===== src/rtl/demux4x2_if.sv =====
// demux4x2_if: lane inputs, acks, ring outputs and ejection port.
// slave = router exit stage, master = surrounding fabric / bench.
interface demux4x2_if #(
  parameter int CW = 32
);
  logic [CW-1:0] port0_ci;
  logic [CW-1:0] port1_ci;
  logic [CW-1:0] port2_ci;
  logic [CW-1:0] port3_ci;
  logic [3:0]    in_ack;
  logic [CW-1:0] port0_co;
  logic [CW-1:0] port1_co;
  logic [CW-1:0] ej_data;
  logic          ej_valid;
  logic          ej_ready;

  modport slave (
    input  port0_ci,
    input  port1_ci,
    input  port2_ci,
    input  port3_ci,
    input  ej_ready,
    output in_ack,
    output port0_co,
    output port1_co,
    output ej_data,
    output ej_valid
  );

  modport master (
    output port0_ci,
    output port1_ci,
    output port2_ci,
    output port3_ci,
    output ej_ready,
    input  in_ack,
    input  port0_co,
    input  port1_co,
    input  ej_data,
    input  ej_valid
  );
endinterface


===== src/rtl/demux4x2.sv =====
// demux4x2: hring exit stage. Ejects local flits into a FIFO, arbitrates
// transit flits onto two registered ring outputs (round-robin).
// Ports: clk, rst (async active-low), bus (demux4x2_if.slave):
//   port0..3_ci lanes in, in_ack (comb), port0/1_co (registered),
//   ej_data/ej_valid/ej_ready ejection FIFO head.
// Option: DEMUX4X2_STATS_EN adds stall_cnt[15:0] (saturating stall count).
// CW must match the control-word width used by the ring (`control_w).
module demux4x2 #(
  parameter int CW       = 32,
  parameter int DEST_W   = 4,
  parameter int DEST_LSB = 0,
  parameter int NODE_ID  = 0,
  parameter int EJ_DEPTH = 4
) (
  input logic        clk,
  input logic        rst,
`ifdef DEMUX4X2_STATS_EN
  demux4x2_if.slave  bus,
  output logic [15:0] stall_cnt
`else
  demux4x2_if.slave  bus
`endif
);

  localparam int CNT_W = $clog2(EJ_DEPTH + 1);
  localparam int PTR_W = $clog2(EJ_DEPTH);

  logic [CW-1:0]    lane [4];
  logic [3:0]       valid;
  logic [3:0]       is_loc;
  logic [3:0]       is_tr;

  logic [1:0]       rr_q, rr_d;
  logic [1:0]       ej_ptr_q, ej_ptr_d;
  logic [CW-1:0]    port0_q, port0_d;
  logic [CW-1:0]    port1_q, port1_d;
  logic [CNT_W-1:0] cnt_q, cnt_d;
  logic [PTR_W-1:0] wr_q, wr_d;
  logic [PTR_W-1:0] rd_q, rd_d;
  logic [CW-1:0]    mem [EJ_DEPTH];

  logic             g0_v, g1_v;
  logic [1:0]       g0, g1;
  logic             ej_v;
  logic [1:0]       ej_w;
  logic [1:0]       idx;
  logic [1:0]       eidx;
  logic [3:0]       ack;
  logic             full;
  logic             push, pop;
  logic [CW-1:0]    push_word;

  always_comb begin
    lane[0] = bus.port0_ci;
    lane[1] = bus.port1_ci;
    lane[2] = bus.port2_ci;
    lane[3] = bus.port3_ci;
  end

  always_comb begin
    valid  = '0;
    is_loc = '0;
    is_tr  = '0;
    for (int i = 0; i < 4; i++) begin
      valid[i]  = lane[i][CW-1];
      is_loc[i] = valid[i] &&
        (lane[i][DEST_LSB +: DEST_W] == DEST_W'(NODE_ID));
      is_tr[i]  = valid[i] && !is_loc[i];
    end
  end

  // Transit: first two transit lanes found from rr_q.
  always_comb begin
    g0_v = 1'b0;
    g1_v = 1'b0;
    g0   = '0;
    g1   = '0;
    idx  = '0;
    for (int k = 0; k < 4; k++) begin
      idx = rr_q + 2'(k);
      if (is_tr[idx]) begin
        if (!g0_v) begin
          g0_v = 1'b1;
          g0   = idx;
        end else if (!g1_v) begin
          g1_v = 1'b1;
          g1   = idx;
        end
      end
    end
  end

  // Ejection: fullness is judged at cycle start, no pop bypass.
  assign full = (cnt_q == CNT_W'(EJ_DEPTH));

  always_comb begin
    ej_v = 1'b0;
    ej_w = '0;
    eidx = '0;
    if (!full) begin
      for (int k = 0; k < 4; k++) begin
        eidx = ej_ptr_q + 2'(k);
        if (is_loc[eidx] && !ej_v) begin
          ej_v = 1'b1;
          ej_w = eidx;
        end
      end
    end
  end

  always_comb begin
    ack = '0;
    if (g0_v) ack[g0] = 1'b1;
    if (g1_v) ack[g1] = 1'b1;
    if (ej_v) ack[ej_w] = 1'b1;
  end

  always_comb begin
    port0_d   = g0_v ? lane[g0] : '0;
    port1_d   = g1_v ? lane[g1] : '0;
    rr_d      = rr_q;
    ej_ptr_d  = ej_ptr_q;
    if (g1_v)      rr_d = g1 + 2'd1;
    else if (g0_v) rr_d = g0 + 2'd1;
    if (ej_v) ej_ptr_d = ej_w + 2'd1;
  end

  always_comb begin
    push      = ej_v;
    pop       = (cnt_q != '0) && bus.ej_ready;
    push_word = lane[ej_w];
    cnt_d     = cnt_q + CNT_W'(push) - CNT_W'(pop);
    wr_d      = push ? wr_q + PTR_W'(1) : wr_q;
    rd_d      = pop  ? rd_q + PTR_W'(1) : rd_q;
  end

  always_ff @(posedge clk or negedge rst) begin
    if (!rst) begin
      rr_q     <= '0;
      ej_ptr_q <= '0;
      port0_q  <= '0;
      port1_q  <= '0;
      cnt_q    <= '0;
      wr_q     <= '0;
      rd_q     <= '0;
    end else begin
      rr_q     <= rr_d;
      ej_ptr_q <= ej_ptr_d;
      port0_q  <= port0_d;
      port1_q  <= port1_d;
      cnt_q    <= cnt_d;
      wr_q     <= wr_d;
      rd_q     <= rd_d;
    end
  end

  // Storage needs no reset; cnt_q alone marks entries live.
  always_ff @(posedge clk) begin
    if (push) mem[wr_q] <= push_word;
  end

  assign bus.in_ack   = ack;
  assign bus.port0_co = port0_q;
  assign bus.port1_co = port1_q;
  assign bus.ej_data  = mem[rd_q];
  assign bus.ej_valid = (cnt_q != '0);

`ifdef DEMUX4X2_STATS_EN
  logic [15:0] stall_q, stall_d;

  always_comb begin
    stall_d = stall_q;
    if (|(valid & ~ack) && stall_q != 16'hFFFF)
      stall_d = stall_q + 16'd1;
  end

  always_ff @(posedge clk or negedge rst) begin
    if (!rst) stall_q <= '0;
    else      stall_q <= stall_d;
  end

  assign stall_cnt = stall_q;
`endif

endmodule


===== src/flat_wrapper.sv =====
// flat-port wrapper written by rule: the top's interface ports become plain ports
module demux4x2_flat 
#(
  parameter int CW       = 32,
  parameter int DEST_W   = 4,
  parameter int DEST_LSB = 0,
  parameter int NODE_ID  = 0,
  parameter int EJ_DEPTH = 4
)
  (clk, rst, bus_port0_ci, bus_port1_ci, bus_port2_ci, bus_port3_ci, bus_ej_ready, bus_in_ack, bus_port0_co, bus_port1_co, bus_ej_data, bus_ej_valid);
  demux4x2_if #(.CW(CW)) bus_i ();
  input logic clk;
  input logic rst;
  input wire logic [$bits(bus_i.port0_ci)-1:0] bus_port0_ci;
  input wire logic [$bits(bus_i.port1_ci)-1:0] bus_port1_ci;
  input wire logic [$bits(bus_i.port2_ci)-1:0] bus_port2_ci;
  input wire logic [$bits(bus_i.port3_ci)-1:0] bus_port3_ci;
  input wire logic [$bits(bus_i.ej_ready)-1:0] bus_ej_ready;
  output wire logic [$bits(bus_i.in_ack)-1:0] bus_in_ack;
  output wire logic [$bits(bus_i.port0_co)-1:0] bus_port0_co;
  output wire logic [$bits(bus_i.port1_co)-1:0] bus_port1_co;
  output wire logic [$bits(bus_i.ej_data)-1:0] bus_ej_data;
  output wire logic [$bits(bus_i.ej_valid)-1:0] bus_ej_valid;
  assign bus_i.port0_ci = bus_port0_ci;
  assign bus_i.port1_ci = bus_port1_ci;
  assign bus_i.port2_ci = bus_port2_ci;
  assign bus_i.port3_ci = bus_port3_ci;
  assign bus_i.ej_ready = bus_ej_ready;
  assign bus_in_ack = bus_i.in_ack;
  assign bus_port0_co = bus_i.port0_co;
  assign bus_port1_co = bus_i.port1_co;
  assign bus_ej_data = bus_i.ej_data;
  assign bus_ej_valid = bus_i.ej_valid;
  demux4x2 #(.CW(CW), .DEST_W(DEST_W), .DEST_LSB(DEST_LSB), .NODE_ID(NODE_ID), .EJ_DEPTH(EJ_DEPTH)) u_core (.clk(clk), .rst(rst), .bus(bus_i));
endmodule

===== config.mk =====
export PLATFORM = sky130hd
export DESIGN_NAME = demux4x2_flat
export DESIGN_NICKNAME = d
export VERILOG_FILES = /design/src/rtl/demux4x2_if.sv /design/src/rtl/demux4x2.sv /design/src/flat_wrapper.sv
export SDC_FILE = /design/constraint.sdc
export NUM_CORES = 1
export LEC_CHECK = 0
export ABC_AREA = 1
export BUFFER_PORTS_ARGS = -buffer_cell sky130_fd_sc_hd__buf_4
export CORE_ASPECT_RATIO = 1.2
export CORE_UTILIZATION = 40
export CTS_BUF_LIST = sky130_fd_sc_hd__clkbuf_4 sky130_fd_sc_hd__clkbuf_8
export DETAILED_ROUTE_END_ITERATION = 12
export SLEW_MARGIN = 10
export SYNTH_ARGS = -nofsm -noshare
export SYNTH_HDL_FRONTEND = slang
export SYNTH_SLANG_ARGS = --single-unit

===== constraint.sdc =====
create_clock -name clk -period 4.5 [get_ports clk]
set_clock_uncertainty 0.15 [all_clocks]
set_input_delay 0.9 -clock clk [delete_from_list [all_inputs] [get_ports clk]]
set_output_delay 0.9 -clock clk [all_outputs]
set_load 0.01 [all_outputs]

==> impl_metrics.toml, run 1 <==
[synthesis]
yosys.area.top_type_share = 0.344
ys.flop_type = "edfxtp_1"
synth_area_leaders = "edfxtp_1 (34%), dfrtp_1 (17%), nand2_1 (11%)"
synth_cells = 1372
syn_area_per_cell_sq_um = 8.14
async_flop_share = 0.369
syn-cell-area_sq_um = 11200
ys_top_cells_by_count = "nand2_1 (333), nor2_1 (195), inv_1 (148), o21ai_0 (148), edfxtp_1 (128)"
synth_most_common_cell = "nand2_1"
synth_warnings = 0
ys_seq_area_frac = 0.512
synth_edf_count = 128
syn_nets = 1515
synth_seq_cells = 203
synth_top_cell_by_area = "edfxtp_1"
yosysUniqueCellTypes = 40

[routing]
dr_total_vias = 10200
firstDrtPassIters = 6
drc = 0
via_per_inst = 5.18
routed_wl_um = 36100
first_iter_violations = 712
post_drt_wl_per_cell_um = 18.4
antenna_left = 0

[cts]
cts-htree-levels = 2
clockBufferDepth = 3
path_clk_slew_ns = 0.06
cts_hold_buffers = 0
cts.root.buffer_cell = "clkbuf_8"
numCtsBuffers = 35
cts_sinks = 203
cts_tree = "built"
clock_latency_ns = 0.53
postCtsSetupBuffers = 0
cts-resized-gates = 0

[layout]
antennaDiodeCount = 0
syn_to_final_growth_pct = 24.1
drive_gt1_frac = 0.228
fin_nets = 1737

[floorplanning]
core_area_sq_um = 27300
pin_count = 232
die-height_um = 185
die-area_sq_um = 28600
num_rows = 66
start_util = 0.410
die_w_um = 155

[global_routing]
antenna_found_initial = 0
grt_max_degree = 98
grt.total_usage = 0.253
gr-total-overflow = 0
grt_first_pass_wirelength_um = 54500
grt_pass1_vias = 9694

[setup_path]
critPathKind = "primary input to output pin"
reg2regPathDepth = 14
crit_path_max_fanout = 9
cp_top_family = "simple AND/OR/NAND/NOR gates"
rr_endpoint = "u_core.mem[1][12]"
crit_required_ns = 3.45
worst-path-buf-inv = 3
worst_setup_path_start_kind = "primary input"
critPathMaxStageDelay_ns = 0.33
arrival_ns = 3.16
crit_path_cell_trace = "buf_4 -> nor2_1 -> nand2_1 -> nor2_1 -> mux2i_1 -> o21ai_0 -> nand3_1 -> nand3_1 -> nand2_4 -> inv_1 -> ha_1 -> nand2_1 -> o211ai_1 -> buf_4"
r2r_slack_ns = 1.17
cp_slowest_cell = "inv_1"
r2r-start = "u_core.ej_ptr_q[0]"
endpoint_kind = "output pin"

[worst_hold_path]
hold_class = "primary input to async pin"

[timing]
rsz0062_at_grt = "no"
period_share = 0.936
maxSlewViolCount = 0
period_needed_ns = 4.21
fmax_mhz = 237
max_slew_margin = 0.376
fin_setup_tns_ns = 0
worstMarginPinSlew_ns = 0.933
setup_viol = 0
hold_viol_final = 0

[placement]
gp_congestion = 0.897
hpwl_um = 24700
io_buffers = 231

[outcome]
outcome = "finished clean"

[run]
cap_violations = 0
## cell usage in the layout (no fill, tap or decap), types with 2 or more instances in the layout
cell / count
ha_1: 11
or2_1: 5
nor2_4: 8
clkinv_1: 9
nand2_4: 5
nand3b_1: 4
nor2_1: 191
inv_6: 2
o21ai_0: 148
a21oi_1: 10
inv_1: 147
o22ai_1: 33
buf_12: 2
buf_4: 258
edfxtp_1: 128
nor2_2: 3
o21ai_1: 28
clkinv_2: 7
nand2_1: 332
nand3_1: 90
nand2_2: 18
clkbuf_8: 35
inv_2: 8
nand4_1: 3
nor2_8: 2
dfrtp_1: 74
xor2_1: 3
clkbuf_4: 11
nor3_1: 4
o211ai_1: 26
## cell families after synthesis
logic type                 synth area share
AOI/OAI and AO/OA                     0.124
xor gates and xnor gates            0.00627
adders and majority gates            0.0141
buffers and inverters                0.0899
DFF                                   0.512
muxes                              0.000896
and+or+nand+nor                       0.253
## registers in the layout, indices dropped and copies added, names as in the netlist
register and count:
u_core.rd_q 2, u_core.cnt_q 3, u_core.ej_ptr_q 2, u_core.bus.port1_co 32, u_core.wr_q 2, u_core.rr_q 2
u_core.mem 128, u_core.bus.port0_co 32
## worst max path at each step
| stage | end | from | cells after the start | slack, ns |
|---|---|---|---|---|
| after floorplan | u_core.mem[0][0] | bus_port2_ci[2] | 13 | 0.70 |
| after global placement | bus_in_ack[1] | bus_port3_ci[0] | 14 | 0.34 |
| after detailed placement | bus_in_ack[1] | bus_port3_ci[0] | 14 | 0.32 |
| after CTS | bus_in_ack[1] | bus_port3_ci[0] | 14 | 0.31 |
| after global routing | bus_in_ack[1] | bus_port2_ci[2] | 14 | 0.06 |
| final | bus_in_ack[1] | bus_port3_ci[0] | 14 | 0.29 |
## through the flow
step           hold WS, ns  area, sq um  instances  worst slack (ns)  utilization
6_report             0.319        13900       1961             0.288        0.509
3_3_place_gp         0.420        13200       1897             0.342        0.485
3_5_place_dp         0.432        13200       1897             0.316        0.485
5_1_grt              0.357        13900       1961            0.0637        0.509
4_1_cts              0.328        13900       1961             0.313        0.509
2_1_floorplan        0.392        11200       1372             0.699            -
## final cells by class
type,count,area [sq um]
Clock buffer,46,564
Clock inverter,18,93.8
Fill cell,2664,13400
Inverter,157,592
Multi-Input combinational cell,937,4500
Sequential cell,203,5720
Tap cell,340,425
Timing Repair Buffer,260,1980
## metal layers
layer	GRT usage	part of all wire	up-vias
met5	0	0	-
met4	0.103	0.037	0
met3	0.0646	0.081	90
met2	0.416	0.46	426
met1	0.318	0.42	4716
li1	-	-	4919
Power of run 1 is left out: the tool's default activity adds up to more than one toggle a clock period on the data nets, which glitch-free logic cannot reach.
==> run 2: changes to the inputs <==
Settings changed: BUFFER_PORTS_ARGS -buffer_cell sky130_fd_sc_hd__buf_4 to -buffer_cell sky130_fd_sc_hd__buf_2.
==> run 2 against run 1 <==
Net effect:
- global-route usage decreased by 0.50 points
- utilization is 2.0 points lower
- critical path depth unchanged
- maximum frequency rose by 0.15%
- design area fell by 4.0%
- critical endpoint unchanged
- clock-buffer cell count up 5
- largest cell class unchanged
- cell count increased by 0.25%
==> impl_metrics.toml, run 2 (synthesized netlist as in run 1, its figures left out) <==
[outcome]
outcome = "finished clean"

[worst_hold_path]
hold_class = "primary input to async pin"

[setup_path]
cp_num_cells = 14
crit_path_max_fanout = 9
arrival_ns = 3.16
reg2regPathDepth = 16
cp_slowest_cell = "o21ai_0"
worst-path-buf-inv = 3
worst_setup_path_start_kind = "primary input"
critPathMaxStageDelay_ns = 0.37
crit_path_cell_trace = "buf_2 -> nor2_1 -> nand2_1 -> nor2_1 -> mux2i_1 -> o21ai_0 -> nand3_1 -> nand3_1 -> nand2_4 -> inv_1 -> ha_1 -> nand2_1 -> o211ai_1 -> buf_2"
cp_top_family = "simple AND/OR/NAND/NOR gates"
endpoint_kind = "output pin"
critPathKind = "primary input to output pin"
crit_required_ns = 3.45

[floorplanning]
die_w_um = 155
core_area_sq_um = 27300
start_util = 0.410
pin_count = 232
die-area_sq_um = 28600
die-height_um = 185
num_rows = 66

[layout]
drive_gt1_frac = 0.229
layout_common_cells = "nand2_1 (332), buf_2 (230), nor2_1 (191)"
top_register = "u_core.mem"
largest_register_ffs = 128
fin_util = 0.489
syn_to_final_growth_pct = 19.2
fin_nets = 1737
fin_cells = 1966
final_common_cell = "nand2_1"

[timing]
fmax_mhz = 238
period_share = 0.935
fin_setup_tns_ns = 0
rsz0062_at_grt = "no"
hold_viol_final = 0
holdWs_ns = 0.251
worstMarginPinSlew_ns = 1.02
setup_viol = 0
period_needed_ns = 4.21
max_slew_margin = 0.322
maxSlewViolCount = 0

[routing]
antenna_left = 0
dr_total_vias = 10000
via_per_inst = 5.11
first_iter_violations = 796
routed_wl_um = 35700
post_drt_wl_per_cell_um = 18.1
firstDrtPassIters = 5
drc = 0

[cts]
numCtsBuffers = 35
cts_sinks = 203
clock_latency_ns = 0.53
cts_tree = "built"
clockBufferDepth = 3
path_clk_slew_ns = 0.06
cts.root.buffer_cell = "clkbuf_8"
postCtsSetupBuffers = 0
cts-htree-levels = 2

[global_routing]
grt_max_degree = 100
grt_pass1_vias = 9442
grt_first_pass_wirelength_um = 53700
gr-total-overflow = 0
grt.total_usage = 0.248
antenna_found_initial = 11

[placement]
io_buffers = 231
gp_congestion = 0.869
hpwl_um = 24300
placedCellCount = 1897

[run]
cap_violations = 0
-- run 2: cell types whose count changed in the layout (fill, tap and decap cells not counted), sizes merged --
| cell | delta |
|---|---|
| clkbuf | +5 |
| clkinv | -6 |
| clkinvlp | +1 |
| diode | +7 |
| inv | -2 |
-- run 2: final timing paths --
| kind | start | end | slack, ns |
|---|---|---|---|
| hold reg to reg | u_core.cnt_q[2] | u_core.cnt_q[2] | 0.44 |
| setup / recovery | bus_port2_ci[2] | bus_in_ack[1] | 0.29 |
| setup reg to reg | u_core.rr_q[0] | u_core.bus.port1_co[1] | 1.10 |
| hold / removal | rst | u_core.bus.port0_co[22] | 0.25 |
| max in group asynchronous | rst | u_core.rr_q[0] | 3.06 |
| min in group clk | u_core.cnt_q[2] | u_core.cnt_q[2] | 0.44 |
-- run 2: metal layers --
metal  part of all wire  vias up  wire length [um]  GRT usage
met1               0.42     4618             14900      0.316
met2               0.46      398             16400      0.397
met4              0.037        8              1310      0.109
li1                   -     4931                 -          -
met3              0.084       93              2990     0.0660
met5             0.0013        -                47          0
-- run 2: area by class of cell --
| class | instances | area, sq um |
|---|---|---|
| Multi-Input combinational cell | 937 | 4500 |
| Clock buffer | 51 | 633 |
| Inverter | 157 | 592 |
| Tap cell | 340 | 425 |
| Fill cell | 2697 | 13900 |
| Antenna cell | 7 | 17.5 |
| Timing Repair Buffer | 260 | 1380 |
| Sequential cell | 203 | 5720 |
| Clock inverter | 11 | 55.1 |
-- run 2: repair_timing --
action | in CTS | in global routing
gates resized for setup | 0 | 1
hold buffers | 0 | 0
endpoints found under the setup margin | 0 | 1
-- run 2: stage by stage --
step                      area (sq um)  setup slack (ns)
after floorplan                  11200             0.699
after global placement           12600             0.414
after detailed placement         12600             0.364
after CTS                        13300             0.225
after global routing             13300             0.113
final                            13300             0.295
Power of run 2 is left out for the same reason.
==> run 3: changes to the inputs <==
Settings changed: CELL_PAD_IN_SITES_DETAIL_PLACEMENT from default to 1, CELL_PAD_IN_SITES_GLOBAL_PLACEMENT from default to 2, CORE_UTILIZATION 40 to 30, PLACE_DENSITY_LB_ADDON from default to 0.1.
Clock period 4.5 ns to 3.7 ns, I/O delays scaled along.
==> run 3 against run 2 <==
Net effect:
- worst setup slack worse by 0.28 ns
- first-iteration DRC count is 43% lower
- die area is 33% higher
- design area is 5.6% higher
- routed wire length is 20% higher
- non-clock buffer count is 30 higher
- critical path type unchanged
==> impl_metrics.toml, run 3 (synthesized netlist as in run 1, its figures left out) <==
[outcome]
outcome = "finished clean"

[timing]
period_share = 0.997
period_needed_ns = 3.69
fmax_mhz = 271
max_slew_margin = 0.323
setup_viol = 0
rsz0062_at_grt = "yes"
hold_viol_final = 0
setup_slack_ns = 0.0127
worstMarginPinSlew_ns = 1.01
maxSlewViolCount = 0
holdWs_ns = 0.0896

[global_routing]
grt_pass1_vias = 10600
antenna_found_initial = 5
grt_first_pass_wirelength_um = 63700
grt_max_degree = 92
grt.total_usage = 0.226
gr-total-overflow = 0

[routing]
antenna_left = 0
top_layer = "met5"
drc = 0
dr_total_vias = 10200
firstDrtPassIters = 4
first_iter_violations = 450
post_drt_wl_per_cell_um = 20.0
via_per_inst = 4.81
met2_length_um = 21300
routed_wl_um = 42600
drt-met1-wl_um = 18400
wl_met3_um = 1760

[placement]
gp_congestion = 0.813
place_ws_ns = -0.0515
io_buffers = 231
hpwl_um = 29600

[cts]
cts_tree = "built"
cts_sinks = 203
cts.root.buffer_cell = "clkbuf_8"
path_clk_slew_ns = 0.06
clockBufferDepth = 3
clock_latency_ns = 0.55
cts-htree-levels = 2
numCtsBuffers = 37

[worst_hold_path]
hold_class = "primary input to async pin"

[floorplanning]
pin_count = 232
die-area_sq_um = 38000
die_w_um = 178
die-height_um = 213
core_area_sq_um = 36800
start_util = 0.304
num_rows = 77

[setup_path]
r2r-start = "u_core.rr_q[0]"
critPathKind = "primary input to output pin"
endpoint_kind = "output pin"
cp_slowest_cell = "o21ai_0"
worst_setup_path_start_kind = "primary input"
critPathMaxStageDelay_ns = 0.35
crit_path_max_fanout = 4
worst-path-buf-inv = 3
reg2regPathDepth = 15
crit_required_ns = 2.81
arrival_ns = 2.80
crit_path_cell_trace = "buf_2 -> nor2_1 -> nand2_2 -> nor2_4 -> mux2i_2 -> o21ai_0 -> nand3_1 -> buf_4 -> a21oi_4 -> ha_2 -> nand2_1 -> o211ai_1 -> buf_2"
rr_endpoint = "u_core.bus.port1_co[9]"
r2r_slack_ns = 0.74
path_common_cell = "buf_2"
cp_top_family = "compound AO/OA/AOI/OAI gates"

[layout]
largest_register_ffs = 128
syn_to_final_growth_pct = 25.9
top_register = "u_core.mem"
fillCellCount = 4443
final_common_cell = "nand2_1"
drive_gt1_frac = 0.268
fin_nets = 1769
layout_common_cells = "nand2_1 (315), buf_2 (230), nor2_1 (186)"

[run]
cap_violations = 0
[run 3: through the flow]
stage	instances	setup TNS (ns)	utilization	area [sq um]
CTS	2123	0	0.377	13900
finish	2130	0	0.382	14100
global placement	2053	0	0.353	13000
global route	2128	-0.326	0.382	14100
floorplan	1372	0	-	11200
detailed placement	2053	-0.0873	0.353	13000
[run 3: worst max-delay path by stage]
stage | depth (start not counted) | slack, ns | endpoint | start
after floorplan | 13 | 0.06 | u_core.mem[0][0] | bus_port2_ci[2]
after global placement | 18 | 0.03 | bus_in_ack[3] | bus_port2_ci[2]
after detailed placement | 17 | -0.05 | bus_in_ack[3] | bus_port1_ci[3]
after CTS | 14 | 0.002 | bus_in_ack[2] | u_core.ej_ptr_q[0]
after global routing | 12 | -0.14 | bus_in_ack[3] | u_core.ej_ptr_q[0]
final | 13 | 0.01 | bus_in_ack[3] | bus_port3_ci[2]
[run 3: area by class of cell]
type / count / area (sq um) / area share
diodes: 2 / 5.00 / 0.000356
flip-flops and latches: 203 / 5730 / 0.407
well taps: 474 / 593 / 0.0422
multi-input cells: 937 / 4660 / 0.331
clock inverters: 10 / 131 / 0.00934
clock buffers: 57 / 684 / 0.0487
repair buffers: 290 / 1670 / 0.119
inverters: 157 / 599 / 0.0426
[run 3: what timing repair did]
action / 4_1_cts / 5_1_grt
buffers inserted: 3 / 5
setup endpoints to repair: 4 / 4
hold buffers: 0 / 0
pin swaps: 4 / 12
hold endpoints to repair: 0 / 0
gates resized for setup: 9 / 45
[run 3: metal layers]
layer | global-route usage | up-vias
met5 | 0 | -
met4 | 0.0669 | 6
met3 | 0.0394 | 68
met2 | 0.390 | 213
met1 | 0.287 | 4976
li1 | - | 4986
Power of run 3 is left out for the same reason.
